File: config.mk
export PLATFORM = sky130hd
export DESIGN_NAME = issue_queue_dpi
export DESIGN_NICKNAME = d
export VERILOG_FILES = /design/src/rtl/issue_queue_dpi.sv
export SDC_FILE = /design/constraint.sdc
export NUM_CORES = 2
export LEC_CHECK = 0
export CELL_PAD_IN_SITES_DETAIL_PLACEMENT = 0
export CELL_PAD_IN_SITES_GLOBAL_PLACEMENT = 1
export CORE_MARGIN = 2
export CORE_UTILIZATION = 30
export DETAILED_ROUTE_END_ITERATION = 12
export GPL_ROUTABILITY_DRIVEN = 0
export HOLD_SLACK_MARGIN = 0.08
export PLACE_DENSITY = 0.69
export SYNTH_ARGS = -nofsm -noshare
export SYNTH_HDL_FRONTEND = slang
export SYNTH_SLANG_ARGS = --single-unit
File: constraint.sdc
create_clock -name clk -period 72.6 [get_ports clk]
set_input_delay 14.52 -clock clk [delete_from_list [all_inputs] [get_ports clk]]
set_output_delay 14.52 -clock clk [all_outputs]
set_load 0.05 [all_outputs]
File: src/rtl/issue_queue_dpi.sv
// Issue queue in front of the DPI functional unit.
// One source operand per entry, tag wakeup from the writeback bus, and
// fixed lowest-index selection. Issued fields are registered onto the
// outputs that feed the DPI unit.
module issue_queue_dpi #(
  parameter int DEPTH = 4,
  parameter int PRN_W = 7,
  parameter int ID_W  = 5
) (
  input  logic                         clk,
  input  logic                         rst,
  input  logic                         disp_valid,
  output logic                         disp_ready,
  input  logic [31:0]                  disp_inst,
  input  logic [63:0]                  disp_pc,
  input  logic [PRN_W-1:0]             disp_src_prn,
  input  logic                         disp_src_rdy,
  input  logic [63:0]                  disp_src_data,
  input  logic [PRN_W-1:0]             disp_dst_prn,
  input  logic [ID_W-1:0]              disp_inst_id,
  input  logic                         wb_valid,
  input  logic [PRN_W-1:0]             wb_prn,
  input  logic [63:0]                  wb_data,
  input  logic                         flush,
  input  logic                         fu_ready,
  output logic                         inst_valid,
  output logic [31:0]                  inst,
  output logic [63:0]                  pc,
  output logic [63:0]                  op0,
  output logic [PRN_W-1:0]             out_prn,
  output logic [ID_W-1:0]              inst_id,
  output logic [$clog2(DEPTH+1)-1:0]   count
);

  localparam int CNT_W = $clog2(DEPTH+1);
  localparam int IDX_W = $clog2(DEPTH);

  // Entry storage
  logic             valid_reg    [DEPTH];
  logic [31:0]      inst_reg     [DEPTH];
  logic [63:0]      pc_reg       [DEPTH];
  logic [PRN_W-1:0] src_prn_reg  [DEPTH];
  logic             src_rdy_reg  [DEPTH];
  logic [63:0]      src_data_reg [DEPTH];
  logic [PRN_W-1:0] dst_prn_reg  [DEPTH];
  logic [ID_W-1:0]  inst_id_reg  [DEPTH];

  logic [CNT_W-1:0] count_reg;
  logic             inst_valid_reg;
  logic [31:0]      inst_out_reg;
  logic [63:0]      pc_out_reg;
  logic [63:0]      op0_out_reg;
  logic [PRN_W-1:0] prn_out_reg;
  logic [ID_W-1:0]  id_out_reg;

  logic [DEPTH-1:0] eligible;
  logic [DEPTH-1:0] free_vec;
  logic             iss_any;
  logic [IDX_W-1:0] iss_idx;
  logic             free_any;
  logic [IDX_W-1:0] free_idx;
  logic             do_issue;
  logic             do_disp;
  logic             disp_bypass;

  // Eligibility and freeness come only from registered state, so anything
  // written on this edge waits at least one cycle before it can issue.
  generate
    for (genvar gi = 0; gi < DEPTH; gi++) begin : g_flags
      assign eligible[gi] = valid_reg[gi] & src_rdy_reg[gi];
      assign free_vec[gi] = ~valid_reg[gi];
    end
  endgenerate

  // Lowest-index eligible entry (issue select) and lowest-index free entry
  always_comb begin
    iss_any  = 1'b0;
    iss_idx  = '0;
    free_any = 1'b0;
    free_idx = '0;
    for (int i = DEPTH - 1; i >= 0; i--) begin
      if (eligible[i]) begin
        iss_any = 1'b1;
        iss_idx = IDX_W'(i);
      end
      if (free_vec[i]) begin
        free_any = 1'b1;
        free_idx = IDX_W'(i);
      end
    end
  end

  assign disp_ready  = (count_reg < CNT_W'(DEPTH));
  assign do_disp     = disp_valid & disp_ready & free_any & ~flush;
  assign do_issue    = fu_ready & iss_any & ~flush;
  assign disp_bypass = ~disp_src_rdy & wb_valid & (wb_prn == disp_src_prn);

  // Per-entry update: flush clears, issue frees, dispatch loads, wakeup captures
  generate
    for (genvar gi = 0; gi < DEPTH; gi++) begin : g_entry
      always_ff @(posedge clk or posedge rst) begin
        if (rst) begin
          valid_reg[gi]    <= 1'b0;
          inst_reg[gi]     <= '0;
          pc_reg[gi]       <= '0;
          src_prn_reg[gi]  <= '0;
          src_rdy_reg[gi]  <= 1'b0;
          src_data_reg[gi] <= '0;
          dst_prn_reg[gi]  <= '0;
          inst_id_reg[gi]  <= '0;
        end else if (flush) begin
          valid_reg[gi] <= 1'b0;
        end else begin
          // An issued entry is valid, so it can never also be the free slot.
          if (do_issue && iss_idx == IDX_W'(gi)) begin
            valid_reg[gi] <= 1'b0;
          end
          if (do_disp && free_idx == IDX_W'(gi)) begin
            valid_reg[gi]    <= 1'b1;
            inst_reg[gi]     <= disp_inst;
            pc_reg[gi]       <= disp_pc;
            src_prn_reg[gi]  <= disp_src_prn;
            src_rdy_reg[gi]  <= disp_src_rdy | disp_bypass;
            src_data_reg[gi] <= disp_bypass ? wb_data : disp_src_data;
            dst_prn_reg[gi]  <= disp_dst_prn;
            inst_id_reg[gi]  <= disp_inst_id;
          end else if (valid_reg[gi] && !src_rdy_reg[gi] && wb_valid &&
                       src_prn_reg[gi] == wb_prn) begin
            src_rdy_reg[gi]  <= 1'b1;
            src_data_reg[gi] <= wb_data;
          end
        end
      end
    end
  endgenerate

  // Occupancy counter: +1 on dispatch, -1 on issue, cleared by flush
  always_ff @(posedge clk or posedge rst) begin
    if (rst) begin
      count_reg <= '0;
    end else if (flush) begin
      count_reg <= '0;
    end else if (do_disp && !do_issue) begin
      count_reg <= count_reg + CNT_W'(1);
    end else if (do_issue && !do_disp) begin
      count_reg <= count_reg - CNT_W'(1);
    end
  end

  // Issue output register: payload holds between issues, valid pulses
  always_ff @(posedge clk or posedge rst) begin
    if (rst) begin
      inst_valid_reg <= 1'b0;
      inst_out_reg   <= '0;
      pc_out_reg     <= '0;
      op0_out_reg    <= '0;
      prn_out_reg    <= '0;
      id_out_reg     <= '0;
    end else begin
      inst_valid_reg <= do_issue;
      if (do_issue) begin
        inst_out_reg <= inst_reg[iss_idx];
        pc_out_reg   <= pc_reg[iss_idx];
        op0_out_reg  <= src_data_reg[iss_idx];
        prn_out_reg  <= dst_prn_reg[iss_idx];
        id_out_reg   <= inst_id_reg[iss_idx];
      end
    end
  end

  assign inst_valid = inst_valid_reg;
  assign inst       = inst_out_reg;
  assign pc         = pc_out_reg;
  assign op0        = op0_out_reg;
  assign out_prn    = prn_out_reg;
  assign inst_id    = id_out_reg;
  assign count      = count_reg;

endmodule

==> impl_metrics.tcl <==
set metrics [dict create \
    drt-initial-drc-count 3671 \
    die_x_um 362 \
    core_um2 128000 \
    wl_per_cell_um 22.7 \
    wl_um 137000 \
    yosys.area.top_type "dfrtp_1" \
    die_y_um 362 \
    avgSynthCellArea_um2 9.62 \
    tightest_slew_ns 1.16 \
    cp.arrival_ns 18.96 \
    numCtsBuffers 102 \
    nFillCells 12700 \
    max-slew-margin-rel 0.227 \
    p_total_mw 1.92 \
    cts_buffer_depth 3 \
    hold_ws_ns 0.471 \
    leakagePower_nw 21.7 \
    critPathMaxStageDelay_ns 0.86 \
    synth_fp_nets 4259 \
    switching_share 0.367 \
    cp.required_ns 73.32 \
    postCtsResizedCells 0 \
    area_delta_synth_final_pct 23.5 \
    clock_skew_ns 0.0416 \
    synthesis.area_um2 38500 \
    period_share 0.251 \
    ios 434 \
    worst-path-buf-inv 6 \
    p_int_mw 1.22 \
    drc_errors 0 \
    start_util 0.302 \
    synth_commonest_cells "nand2_1, dfrtp_1, clkbuf_1" \
    postCtsHoldBufs 0 \
    synth.top_cell.area_share 0.585 \
    peakVddDrop_mv 0.0272 \
    rows 131 \
    switchingPower_mw 0.707 \
    viasPerCell 5.28 \
    hp-class "flop to flop" \
    async_reset_ff_frac 1.00 \
    antenna_found_initial 34 \
    p_comb_frac 0.315 \
    track_usage 0.204 \
    worst-setup-path-type "input port to asynchronous set/reset pin" \
    synthFlopType "dfrtp_1" \
    crit_top_cell "buf_4" \
    cp-end-kind "asynchronous set/reset pin" \
    status "finished, final reports clean" \
    finalNonFillerCells 6015 \
    synth.distinct_cells 42 \
    dp_hpwl_um 73000 \
    synth-seq-cells 900 \
    fin_ws_ns 54.36 \
    drtPass1Iterations 9 \
    synth.area.top_cells "dfrtp_1, nand2_1, o221a_2" \
    htreeDepth 3 \
    synth_edf_count 0 \
    report.final.setup_viol 0 \
    post-cts-setup-buffers 0 \
    largest_reg_flops 320 \
    yosysMostFrequentCell "nand2_1" \
    power_density_nw_per_um2 40.5 \
    drv_cap 0 \
    overflow 0 \
    worst-path-max-fanout 121 \
    hold_violations 0 \
    yosysWarnings 0 \
    cp_top_family "buffers and inverters" \
    crit_path_top_delay_cell "buf_4" \
    path_clk_slew_ns 0.05 \
    ant_nets 0 \
    seq_area_frac_synth 0.585 \
    cts.sink_count 900 \
    min_period_ns 18.24 \
    fmax_mhz 54.8 \
    io_buffers 433 \
    dp.cells 5818 \
    drive_above_1_share 0.0993 \
    first_global_vias 31600 \
    syn_inst 4001 \
    cts_tree "yes" \
    rsz0062_at_grt "false" \
    setup_tns_ns 0 \
    start_kind "input port" \
    grt_first_pass_wirelength_um 206000 \
    die-area_um2 131000 \
    post-place-ws_ns 53.43 \
    grt_max_degree 198 \
    final_net_count 4518 \
    clk_latency_ns 0.73 \
    timing.final.max_slew_violations 0 \
    cp_cell_sequence "clkdlybuf4s50_1 > inv_8 > buf_4 > buf_4 > buf_4 > buf_4" \
    cts_root_buffer "clkbuf_16" \
    p_clk_frac 0.270 \
    num_vias 31800 \
    seq_power_share 0.415 \
]
==> kinds of logic after synthesis <==
group,after synthesis,share of synthesized area
simple gates,1970,0.208
flops,900,0.585
compound gates,691,0.157
buf+inv,404,0.0422
xor+xnor,35,0.00796
fa+ha+maj,1,0.000520
==> layer usage <==
layer | global-route usage | routed length, um
met5 | 0 | 249
met4 | 0.0515 | 2600
met1 | 0.275 | 59100
met3 | 0.0568 | 11800
met2 | 0.324 | 62700
==> metrics by stage <==
stage	utilization	instance area [um^2]
floorplan	-	38500
global placement	0.346	44100
detailed placement	0.346	44100
CTS	0.373	47500
global route	0.373	47500
finish	0.373	47500
==> area by class of cell <==
type,count,area [um^2],share of cell area
Antenna cell,13,32.5,0.000684
Clock buffer,151,2970,0.0624
Clock inverter,33,390,0.00821
Inverter,71,274,0.00576
Multi-Input combinational cell,2697,14500,0.305
Sequential cell,900,22500,0.474
Tap cell,1662,2080,0.0437
Timing Repair Buffer,488,4780,0.101
==> cell usage in the layout (no fill, tap or decap), drive strengths merged, types with 8 or more instances in the layout <==
cell / count
o21ai: 9
o32ai: 66
dfrtp: 900
xnor2: 21
nand2: 1563
clkbuf: 151
clkinv: 20
o221a: 192
nand4: 8
a222oi: 172
a31oi: 172
xor2: 14
diode: 13
inv: 76
or3: 194
nor2: 184
a21oi: 65
clkdlybuf4s50: 433
buf: 55
==> tightest hold or removal path: cells and delay by family, from the launching register on <==
kind	cells	cell delay (ns)
flops	1	0.34
simple gates	2	0.10
==> power groups by stage <==
stage | Combinational [mW] | Clock (mW) | Sequential (mW)
floorplan | 0.244 | 0 | 0.955
global placement | 0.603 | 0 | 0.801
detailed placement | 0.611 | 0 | 0.804
CTS | 0.612 | 0.536 | 0.797
global route | 0.660 | 0.555 | 0.820
finish | 0.606 | 0.521 | 0.798
==> path summary, 6_finish.rpt <==
path,startpoint,endpoint,slack [ns],cells past startpoint
worst max-delay path,rst,pc_reg[97],54.36,6
worst min-delay path,pc_reg[210],pc_reg[210],0.47,2
worst max register to register,count[2],dst_prn_reg[27],69.01,6
worst min register to register,pc_reg[210],pc_reg[210],0.47,2
max in group clk,flush,dst_prn_reg[27],54.96,7
min in group asynchronous,rst,op0[38],14.41,2
(Power assumes the default switching activity.)
